## src/rtl/decode_stage_piped.sv

```systemverilog
// Registered, handshaked instruction decoder for the vector ASIP.
// Scalar/vector/flag scoreboards stall RAW/WAW hazards until writeback retires them.
module decode_stage_piped #(
    parameter int INSTR_W    = 16,
    parameter int REG_W      = 4,
    parameter int IMM_W      = 8,
    parameter int FLAG_CNT_W = 3
) (
    input  logic               clk,
    input  logic               rst,
    input  logic               in_valid,
    input  logic [INSTR_W-1:0] in_instr,
    output logic               in_ready,
    input  logic               flush,
    output logic               out_valid,
    input  logic               out_ready,
    output logic               MemoryWrite,
    output logic [1:0]         WriteRegFrom,
    output logic [REG_W-1:0]   RegToWrite,
    output logic [IMM_W-1:0]   Immediate,
    output logic               writeMemFrom,
    output logic               RegWriteEnSc,
    output logic               RegWriteEnVec,
    output logic               OverWriteNz,
    output logic [2:0]         PcWriteEn,
    output logic [2:0]         AluOpCode,
    output logic               illegal,
    input  logic               wb_valid,
    input  logic               wb_vec,
    input  logic [REG_W-1:0]   wb_reg,
    input  logic               wb_flag,
    output logic [15:0]        stall_cnt
);

    localparam int NREG = 1 << REG_W;
    localparam logic [FLAG_CNT_W-1:0] FLAG_MAX = '1;

    typedef enum logic [3:0] {
        OP_LOSC  = 4'h0, OP_XOR  = 4'h1, OP_ADD   = 4'h2, OP_SUB   = 4'h3,
        OP_MUL   = 4'h4, OP_RSHF = 4'h5, OP_LSHF  = 4'h6, OP_INC   = 4'h7,
        OP_JE    = 4'h8, OP_JNE  = 4'h9, OP_JMP   = 4'hA, OP_ILLB  = 4'hB,
        OP_SVPIX = 4'hC, OP_LOPIX = 4'hD, OP_ILLE = 4'hE, OP_LMEM  = 4'hF
    } opcode_t;

    opcode_t          op;
    logic [3:0]       opRaw;
    logic [REG_W-1:0] rd, rs1, rs2;

    assign opRaw = in_instr[INSTR_W-1 -: 4];
    assign op    = opcode_t'(opRaw);
    assign rd    = in_instr[INSTR_W-5 -: REG_W];
    assign rs1   = in_instr[INSTR_W-5-REG_W -: REG_W];
    assign rs2   = in_instr[INSTR_W-5-2*REG_W -: REG_W];

    logic             dMemWr, dWmf, dSc, dVec, dNz, dIll;
    logic [1:0]       dWrf;
    logic [2:0]       dPc, dAlu;
    logic             useV1, useV2, useVRd, useSRd, useSRs1, rdFlags;

    always_comb begin
        dMemWr  = 1'b0;
        dWmf    = 1'b0;
        dSc     = 1'b0;
        dVec    = 1'b0;
        dNz     = 1'b0;
        dIll    = 1'b0;
        dWrf    = 2'd0;
        dPc     = 3'b000;
        dAlu    = 3'd0;
        useV1   = 1'b0;
        useV2   = 1'b0;
        useVRd  = 1'b0;
        useSRd  = 1'b0;
        useSRs1 = 1'b0;
        rdFlags = 1'b0;
        unique case (op)
            OP_LOSC: begin
                dSc  = 1'b1;
                dWrf = 2'd2;
            end
            OP_XOR, OP_ADD, OP_SUB, OP_MUL, OP_RSHF, OP_LSHF: begin
                dVec  = 1'b1;
                dWrf  = 2'd1;
                dAlu  = opRaw[2:0];
                dNz   = 1'b1;
                useV1 = 1'b1;
                useV2 = 1'b1;
            end
            OP_INC: begin
                dSc    = 1'b1;
                dWrf   = 2'd1;
                dAlu   = 3'd7;
                dNz    = 1'b1;
                useSRd = 1'b1;
            end
            OP_JE: begin
                dPc     = 3'b010;
                rdFlags = 1'b1;
            end
            OP_JNE: begin
                dPc     = 3'b001;
                rdFlags = 1'b1;
            end
            OP_JMP:   dPc = 3'b100;
            OP_SVPIX: begin
                dMemWr  = 1'b1;
                dWmf    = 1'b1;
                useVRd  = 1'b1;
                useSRs1 = 1'b1;
            end
            OP_LOPIX: begin
                dVec    = 1'b1;
                dWmf    = 1'b1;
                useSRs1 = 1'b1;
            end
            OP_LMEM:  dSc = 1'b1;
            OP_ILLB, OP_ILLE: dIll = 1'b1;
        endcase
    end

    logic [NREG-1:0]       scBusy, vecBusy, scPend, vecPend, heldMask;
    logic [FLAG_CNT_W-1:0] flagCnt;
    logic [FLAG_CNT_W:0]   flagEff;
    logic                  rstDone, hazard, accept, depart;

    // The bundle sitting in the output register is treated as already in flight.
    assign heldMask = out_valid ? (NREG'(1) << RegToWrite) : '0;
    assign scPend   = scBusy  | (RegWriteEnSc  ? heldMask : '0);
    assign vecPend  = vecBusy | (RegWriteEnVec ? heldMask : '0);
    assign flagEff  = {1'b0, flagCnt} + (FLAG_CNT_W+1)'(out_valid && OverWriteNz);

    always_comb begin
        hazard = 1'b0;
        if (useV1   && vecPend[rs1]) hazard = 1'b1;
        if (useV2   && vecPend[rs2]) hazard = 1'b1;
        if (useVRd  && vecPend[rd])  hazard = 1'b1;
        if (useSRd  && scPend[rd])   hazard = 1'b1;
        if (useSRs1 && scPend[rs1])  hazard = 1'b1;
        if (dSc     && scPend[rd])   hazard = 1'b1;
        if (dVec    && vecPend[rd])  hazard = 1'b1;
        if (rdFlags && flagEff != '0) hazard = 1'b1;
        if (dNz     && flagEff >= {1'b0, FLAG_MAX}) hazard = 1'b1;
    end

    assign in_ready = rstDone && !hazard && (!out_valid || out_ready) && !flush;
    assign accept   = in_valid && in_ready;
    assign depart   = out_valid && out_ready && !flush;

    always_ff @(posedge clk or negedge rst) begin
        if (!rst) begin
            rstDone       <= 1'b0;
            out_valid     <= 1'b0;
            MemoryWrite   <= 1'b0;
            WriteRegFrom  <= '0;
            RegToWrite    <= '0;
            Immediate     <= '0;
            writeMemFrom  <= 1'b0;
            RegWriteEnSc  <= 1'b0;
            RegWriteEnVec <= 1'b0;
            OverWriteNz   <= 1'b0;
            PcWriteEn     <= '0;
            AluOpCode     <= '0;
            illegal       <= 1'b0;
        end else begin
            rstDone <= 1'b1;
            if (accept) begin
                out_valid     <= 1'b1;
                MemoryWrite   <= dMemWr;
                WriteRegFrom  <= dWrf;
                RegToWrite    <= rd;
                Immediate     <= in_instr[IMM_W-1:0];
                writeMemFrom  <= dWmf;
                RegWriteEnSc  <= dSc;
                RegWriteEnVec <= dVec;
                OverWriteNz   <= dNz;
                PcWriteEn     <= dPc;
                AluOpCode     <= dAlu;
                illegal       <= dIll;
            end else if (flush || out_ready) begin
                out_valid <= 1'b0;
            end
        end
    end

    // Writeback clears first so a departing writer of the same index wins.
    always_ff @(posedge clk or negedge rst) begin
        if (!rst) begin
            scBusy  <= '0;
            vecBusy <= '0;
        end else begin
            logic [NREG-1:0] scNext, vecNext;
            scNext  = scBusy;
            vecNext = vecBusy;
            if (wb_valid) begin
                if (wb_vec) vecNext[wb_reg] = 1'b0;
                else        scNext[wb_reg]  = 1'b0;
            end
            if (depart && RegWriteEnSc)  scNext  = scNext  | heldMask;
            if (depart && RegWriteEnVec) vecNext = vecNext | heldMask;
            scBusy  <= scNext;
            vecBusy <= vecNext;
        end
    end

    always_ff @(posedge clk or negedge rst) begin
        if (!rst) begin
            flagCnt <= '0;
        end else if (depart && OverWriteNz) begin
            if (!wb_flag && flagCnt != FLAG_MAX) flagCnt <= flagCnt + 1'b1;
        end else if (wb_flag && flagCnt != '0) begin
            flagCnt <= flagCnt - 1'b1;
        end
    end

    always_ff @(posedge clk or negedge rst) begin
        if (!rst) begin
            stall_cnt <= '0;
        end else if (in_valid && hazard && stall_cnt != 16'hFFFF) begin
            stall_cnt <= stall_cnt + 16'd1;
        end
    end

endmodule
```

## config.mk

```make
export PLATFORM = sky130hd
export DESIGN_NAME = decode_stage_piped
export DESIGN_NICKNAME = d
export VERILOG_FILES = /design/src/rtl/decode_stage_piped.sv
export SDC_FILE = /design/constraint.sdc
export NUM_CORES = 1
export LEC_CHECK = 0
export CORE_MARGIN = 2
export CORE_UTILIZATION = 35
export DETAILED_ROUTE_END_ITERATION = 8
export GPL_ROUTABILITY_DRIVEN = 0
export GPL_TIMING_DRIVEN = 0
export PLACE_DENSITY = 0.58
export SLEW_MARGIN = 30
export SYNTH_ARGS = -nofsm -noshare
export SYNTH_HDL_FRONTEND = slang
export SYNTH_SLANG_ARGS = --single-unit
```

## constraint.sdc

```tcl
create_clock -name clk -period 8.4 [get_ports clk]
set_input_delay 0.84 -clock clk [delete_from_list [all_inputs] [get_ports clk]]
set_output_delay 0.84 -clock clk [all_outputs]
set_load 0.01 [all_outputs]
```

After elaboration in Yosys (flattened, before gate mapping) --
Cells that the tools add are included.
Storage, ports and cells: register bits after elaboration 79, bits of input ports 28, output and inout bits 44, logic and storage cells 143
Cells by class: add/sub/neg operators 4, magnitude comparators 6, equality and inequality tests 18, shift operators 1, multiplexer cells 47, bitwise operators 7, reduce and logical (&&, ||, !) cells 43
Operator list (count):
- 16-bit two-way mux | 9
- 16-bit OR | 4
- 16-bit bitwise AND | 2
- 4-bit equality test, second input constant | 8
- 1-bit two-way mux | 26
- 1-bit logical AND | 24
- 1-bit binary-select mux with 4-bit select | 5
- 4-bit by 5-bit < comparator with 1-bit output, second input constant | 4
- 16-bit by 1-bit adder with 16-bit output, second input constant | 1
- 4-bit by 3-bit equality test with 1-bit output, second input constant | 4
- 16-bit != test, second input constant | 1
- 16-bit inverter | 1
- 1-bit by 4-bit left shift with 16-bit output, first input constant | 1
- 7-bit OR reduction | 2
- 3-bit two-way mux | 3
- 3-bit one-hot mux with 3 select lines | 1
- 4-bit by 2-bit equality test with 1-bit output, second input constant | 2
- 3-bit one-hot mux with 2 select lines | 1
- 2-bit OR reduction | 3
- 6-bit OR reduction | 1
- 3-bit by 1-bit adder with 4-bit output | 1
- 1-bit demux with 4-bit select | 1
- 4-bit by 1-bit equality test with 1-bit output, second input constant | 1
- 4-bit by 1-bit greater-or-equal comparator with 1-bit output, second input constant | 1
- other kinds (14) | 19

Longest topological paths before layout --
Gate-level depths: netlist of run 1.
depth in word-level cells 22, gate-level depth with buffers 13, gate-level depth less buffers 11

Least setup slack after synthesis of run 1 --
OpenSTA, ideal clock, no wires.
kind input -> output, start point input port in_instr[4], end point output port in_ready, arrival time 2.924 ns, required time 7.560 ns, slack 4.636 ns, stages on the path 8, buffers on the path 1, path through buf_6 mux4_2 a311oi_1 or4_1 nor2_1 or4_4 or3_1 nor2_2
Between the ends: word-level cells in the longest chain between the ends 16
RTL lines:
- start: declaration | line 12 | input logic [INSTR_W-1:0] in_instr,
- 1-bit binary-select mux with 4-bit select | line 134 | if (useV1 && vecPend[rs1]) hazard = 1'b1;
- 1-bit two-way mux (not written as such) | line 134
- 1-bit logical AND | line 134
- 1-bit two-way mux | line 134
- 1-bit two-way mux | line 135 | if (useV2 && vecPend[rs2]) hazard = 1'b1;
- 1-bit two-way mux | line 136 | if (useVRd && vecPend[rd]) hazard = 1'b1;
- 1-bit two-way mux | line 137 | if (useSRd && scPend[rd]) hazard = 1'b1;
- 1-bit two-way mux (*) | line 138 | if (useSRs1 && scPend[rs1]) hazard = 1'b1;
- 1-bit two-way mux (*) | line 139 | if (dSc && scPend[rd]) hazard = 1'b1;
- 1-bit two-way mux (*) | line 140 | if (dVec && vecPend[rd]) hazard = 1'b1;
- 1-bit two-way mux (*) | line 141 | if (rdFlags && flagEff != '0) hazard = 1'b1;
- 1-bit two-way mux (*) | line 142 | if (dNz && flagEff >= {1'b0, FLAG_MAX}) hazard = 1'b1;
- 1-bit logical NOT (*) | line 145 | assign in_ready = rstDone && !hazard && (!out_valid || out_ready) && !flush;
- 1-bit logical AND (*) (3 in series) | line 145
- end: declaration | line 13 | output logic in_ready,
Every way passes the cells marked *; elsewhere a longest branch is shown, timed or not. The select of a mux whose other input is x is not followed.

Worst setup path after layout of run 1 --
start point input port in_instr[6], end point output port in_ready
The elaborated chain is that of the path after synthesis.

==> results of run 1 <==
[worst reg2reg max path, cell delays in order (launching register included)]
cell	delay (ps)
dfrtp_1	420
buf_2	210
and2_1	160
ha_1	210
ha_1	300
or2_2	300
a31oi_1	180
a21oi_1	60
or4_4	570
nor3_4	210
nand2_4	150
buf_6	200
mux2_4	310
[layout make-up]
type                            count  area share
Buffer                             26      0.0209
Sequential cell                    79       0.321
Tap cell                          180      0.0366
Timing Repair Buffer               69       0.115
Clock inverter                      2     0.00975
Inverter                           11     0.00671
Multi-Input combinational cell    376       0.444
Clock buffer                       14      0.0461
[flip-flops by register name (all words and copies together) (netlist names), 2 cells and up]
signal	cells
stall_cnt	16
WriteRegFrom	2
AluOpCode	3
vecBusy	16
PcWriteEn	3
scBusy	16
Immediate	8
RegToWrite	4
flagCnt	3
[Yosys cell counts (6+ instances only)]
cell       number
a2111oi_0       6
a211oi_1       11
a21oi_1        17
and3_1         10
buf_2           7
clkbuf_1       14
dfrtp_1        79
inv_1          10
mux2_2          8
mux2_4         17
mux2i_1        16
mux4_2          7
nand2_1        31
nand2b_1       11
nand3_1        13
nand3b_1        6
nor2_1         26
nor2b_1        10
nor3_1         15
nor4_1          9
o21ai_0        69
or2_2           6
xnor2_1         6
xor2_1         15
[path summary, 6_finish.rpt]
check                                 to  slack (ps)  depth (start not counted)
hold / removal             stall_cnt[11]         370                          1
setup / recovery                in_ready        3120                         10
hold reg to reg            stall_cnt[12]         500                          1
min in group clk           stall_cnt[12]         500                          1
max in group asynchronous      scBusy[3]        7470                          2
setup reg to reg            Immediate[5]        5020                         12
[cells by family (layout without fill, tap and decap cells)]
logic type / after synthesis / after routing / share of synthesized area
other cells: 1 / 1 / 0.000769
mux: 51 / 51 / 0.152
xor+xnor: 21 / 21 / 0.0377
buf+inv: 37 / 122 / 0.0349
compound gates: 138 / 138 / 0.176
flops: 79 / 79 / 0.405
simple gates: 161 / 161 / 0.181
fa+ha+maj: 4 / 4 / 0.0118
[layer usage]
| layer | vias up | GRT usage |
|---|---|---|
| met2 | 133 | 0.291 |
| met5 | - | 0 |
| li1 | 1994 | - |
| met1 | 2107 | 0.262 |
| met3 | 20 | 0.0365 |
| met4 | 0 | 0.0905 |
[power by group]
part | total [mW] | leakage [nW] | switching, mW | internal (mW)
registers | 0.508 | 1.03 | 0.0636 | 0.444
clock network | 0.449 | 0.169 | 0.156 | 0.293
logic | 0.457 | 1.44 | 0.221 | 0.235
==> flow_summary.yaml, run 1 <==
status:
  status: "completed"
critical_path:
  worstSetupEndpointType: "output pin"
  worstSetupPathType: "input port to output pin"
  crit_chain: "clkdlybuf4s50_1 -> clkbuf_1 -> mux4_1 -> a311oi_1 -> or4_1 -> nor2_1 -> or4_4 -> or3_1 -> nor2_2 -> clkdlybuf4s50_1"
  critPathTopFamily: "buffers and inverters"
  startpoint_type: "input port"
  worst_ep_arrival_time_ps: 4440
  crit_required_ps: 7560
  path_common_cell: "clkdlybuf4s50_1"
  critPathMaxFanout: 10
  critical_path_buf_inv_count: 3
  startpoint: "in_instr[6]"
  crit_slowest_cell: "clkdlybuf4s50_1"
  max_stage_delay_ps: 610
  r2r-start: "out_valid"
die:
  io_pins: 72
  core_sq_um: 13800
  num_rows: 43
  die_x_microns: 122
  die-area_sq_um: 14900
  start_util: 0.354
  die_y_microns: 122
logic_synthesis:
  synth_ff_type: "dfrtp_1"
  synth_nets: 524
  synth_seq_cells: 79
  netlist_area_sq_um: 4880
  seq_area_frac_synth: 0.405
  yosysTopAreaCell: "dfrtp_1"
  async_flop_share: 1.00
  synth.area.top_cells: "dfrtp_1 (41%), o21ai_0 (7.1%), mux2_4 (5.2%), mux2i_1 (3.3%), mux4_2 (3.2%)"
  synth.distinct_cells: 67
  synthesis.instances: 492
  avgSynthCellArea_sq_um: 9.92
  ys_warn_count: 0
  synth_top_area_share: 0.405
  synth-edff-count: 0
global_routing:
  antenna_found_initial: 0
  grt_remaining_overflow: 0
  grtUsageTotal: 0.191
  grt_pass1_wl_microns: 21800
  grt_max_degree: 48
  grt_pass1_vias: 4023
cells_and_area:
  most-common-layout-cells: "dfrtp_1 (79), o21ai_0 (69), clkdlybuf4s50_1 (67)"
  nFillCells: 1360
  n_antenna_cell: 0
  seqCellArea_sq_um: 1980
  fin_nets: 604
  multi_input_area_sq_um: 2730
  layout_commonest_cell: "dfrtp_1"
  area_delta_synth_final_pct: 26.2
  final_cells: 757
  drive_gt1_frac: 0.127
  stdcell_area_sq_um: 6160
  final_util: 0.447
route:
  final_antenna_net_count: 0
  vias: 4254
  dr.max_layer_used: "met4"
  wl_met2_microns: 6140
  firstDrtPassIters: 5
  drc_errors: 0
  wl_met3_microns: 709
  wl_per_cell_microns: 17.9
  drtIter0Drc: 336
  routed_wl_microns: 13600
  drt-met1-wl_microns: 6400
  vias_per_cell: 5.62
clock_tree:
  cts_root_buffer: "clkbuf_16"
  cts_setup_buffers: 0
  postCtsHoldBufs: 0
  cts.sink_count: 79
  post_cts_resized: 0
  clk_pin_slew_ps: 60
  cts-htree-levels: 3
  numCtsBuffers: 9
  clockBufferDepth: 2
  cts_tree: "done"
  insertion_delay_ps: 350
timing:
  slew_viol_final: 0
  setup_ws_ps: 3120
  max_freq_mhz: 190
  tightest_slew_ps: 533
  period_share: 0.628
  clock_skew_ps: 7.59
  max_slew_margin: 0.643
  min_period_ps: 5280
  hold_violations: 0
  tns_ps: 0
  whs_ps: 371
  rsz0062_at_grt: "false"
  setup_viol: 0
placement:
  hpwlAfterDp_microns: 10200
  port_buffers: 68
  dpl_worst_slack_ps: 3100
  dpl_cell_area_sq_um: 5810
  place_inst: 741
pwr:
  power.total_mw: 1.41
  power_density_nw_per_um2: 229
  p_leak_nw: 2.64
  ir_drop_v: 0.0000941
run:
  max_cap_violations: 0
worst_hold_path:
  hold_class: "input port to asynchronous set/reset pin"
Power figures use the tool's default switching activity.
==> run 2, diff against run 1 <==
PLACE_DENSITY = 0.6   (was 0.58)
clock period = 4.7 ns   (was 8.4 ns; I/O delays follow)
==> run 2 against run 1 <==
Net effect: flip-flop and latch count unchanged; total power increased by 71%; die area unchanged; count of clock-buffer cells in the layout shrank 2; clock power grew 53%; final cell count down 0.13%; clock skew rose by 1.7 ps; non-clock buffer count unchanged; critical endpoint unchanged; largest cell class unchanged; largest power group unchanged.
==> flow_summary.yaml, run 2 (synthesis gave the netlist of run 1 again) <==
critical_path:
  worstSetupPathType: "input port to output pin"
  critPathMaxFanout: 10
  startpoint_type: "input port"
  worstSetupEndpointType: "output pin"
  crit_required_ps: 4230
  worst_ep_arrival_time_ps: 4060
global_routing:
  grt_pass1_wl_microns: 21600
  grtUsageTotal: 0.189
  antenna_found_initial: 0
  grt_max_degree: 42
  grt_remaining_overflow: 0
  grt_pass1_vias: 4047
route:
  vias: 4210
  wl_met2_microns: 6140
  drc_errors: 0
  routed_wl_microns: 13300
  drt-met1-wl_microns: 6100
  firstDrtPassIters: 5
  vias_per_cell: 5.57
  wl_per_cell_microns: 17.6
  final_antenna_net_count: 0
  dr.max_layer_used: "met4"
  wl_met3_microns: 868
  drtIter0Drc: 316
clock_tree:
  cts-htree-levels: 3
  clockBufferDepth: 2
  postCtsHoldBufs: 0
  cts.sink_count: 79
  numCtsBuffers: 9
  cts_root_buffer: "clkbuf_16"
  cts_setup_buffers: 0
  post_cts_resized: 0
  insertion_delay_ps: 350
  cts_tree: "done"
  clk_pin_slew_ps: 60
status:
  status: "completed"
cells_and_area:
  most-common-layout-cells: "dfrtp_1 (79), o21ai_0 (69), clkdlybuf4s50_1 (67)"
  stdcell_area_sq_um: 6100
  largestRegisters: "scBusy (16), stall_cnt (16), vecBusy (16)"
  fin_nets: 604
  nFillCells: 1361
  n_antenna_cell: 0
  layout_commonest_cell: "dfrtp_1"
  final_util: 0.443
  area_delta_synth_final_pct: 25.0
  drive_gt1_frac: 0.123
timing:
  slew_viol_final: 0
  tns_ps: 0
  period_share: 0.964
  min_period_ps: 4530
  max_slew_margin: 0.653
  rsz0062_at_grt: "false"
  hold_violations: 0
  setup_viol: 0
  max_freq_mhz: 221
  clock_skew_ps: 9.31
  tightest_slew_ps: 520
die:
  die_y_microns: 122
  die-area_sq_um: 14900
  start_util: 0.354
  io_pins: 72
  core_sq_um: 13800
  num_rows: 43
  die_x_microns: 122
pwr:
  ir_drop_v: 0.000156
  power_density_nw_per_um2: 396
  p_leak_nw: 2.61
run:
  max_cap_violations: 0
placement:
  hpwlAfterDp_microns: 10100
  dpl_cell_area_sq_um: 5810
  port_buffers: 68
worst_hold_path:
  hold_class: "input port to asynchronous set/reset pin"
==> run 2: where the power goes <==
group	internal, mW	switching [mW]	leakage, nW
Sequential	0.794	0.113	1.03
Clock	0.423	0.266	0.143
Combinational	0.420	0.395	1.43
==> run 2: worst paths after layout <==
path	start	to	slack [ps]	depth (start not counted)
max	in_instr[6]	in_ready	170	10
min	rst	vecBusy[7]	30	1
max reg2reg	out_valid	Immediate[4]	1290	12
min reg2reg	stall_cnt[12]	stall_cnt[12]	490	1
max in group asynchronous	rst	RegToWrite[1]	4130	2
min in group clk	stall_cnt[12]	stall_cnt[12]	490	1
==> run 2: worst max-delay path, stage by stage <==
cell	delay, ps
clkdlybuf4s50_1	620
clkbuf_1	440
mux4_1	390
a311oi_1	210
or4_1	150
nor2_1	40
or4_4	590
or3_1	400
nor2_2	200
clkdlybuf4s50_1	560
==> run 2: layout make-up <==
cell class,count,area (sq um),share of cell area
Buffer,26,129,0.0211
Timing Repair Buffer,69,702,0.115
Tap cell,180,225,0.0369
Sequential cell,79,1980,0.324
Clock inverter,3,43.8,0.00718
Clock buffer,12,246,0.0404
Multi-Input combinational cell,376,2730,0.448
Inverter,11,41.3,0.00677
==> run 2: per-layer routing <==
metal / up-vias / GRT usage
met1: 2055 / 0.257
met2: 147 / 0.292
li1: 1993 / -
met4: 0 / 0.0668
met3: 15 / 0.0501
met5: - / 0
==> run 2: per-stage QoR <==
stage | std cells | setup slack (ps) | total power [mW] | hold WS [ps]
after global placement | 740 | 185 | 1.71 | 478
after detailed placement | 741 | 186 | 1.73 | 408
after global routing | 756 | 49.7 | 2.55 | 53.4
final | 756 | 169 | 2.41 | 29.5
after CTS | 756 | 183 | 2.43 | 36.8
after floorplan | 492 | 1430 | 1.36 | 174
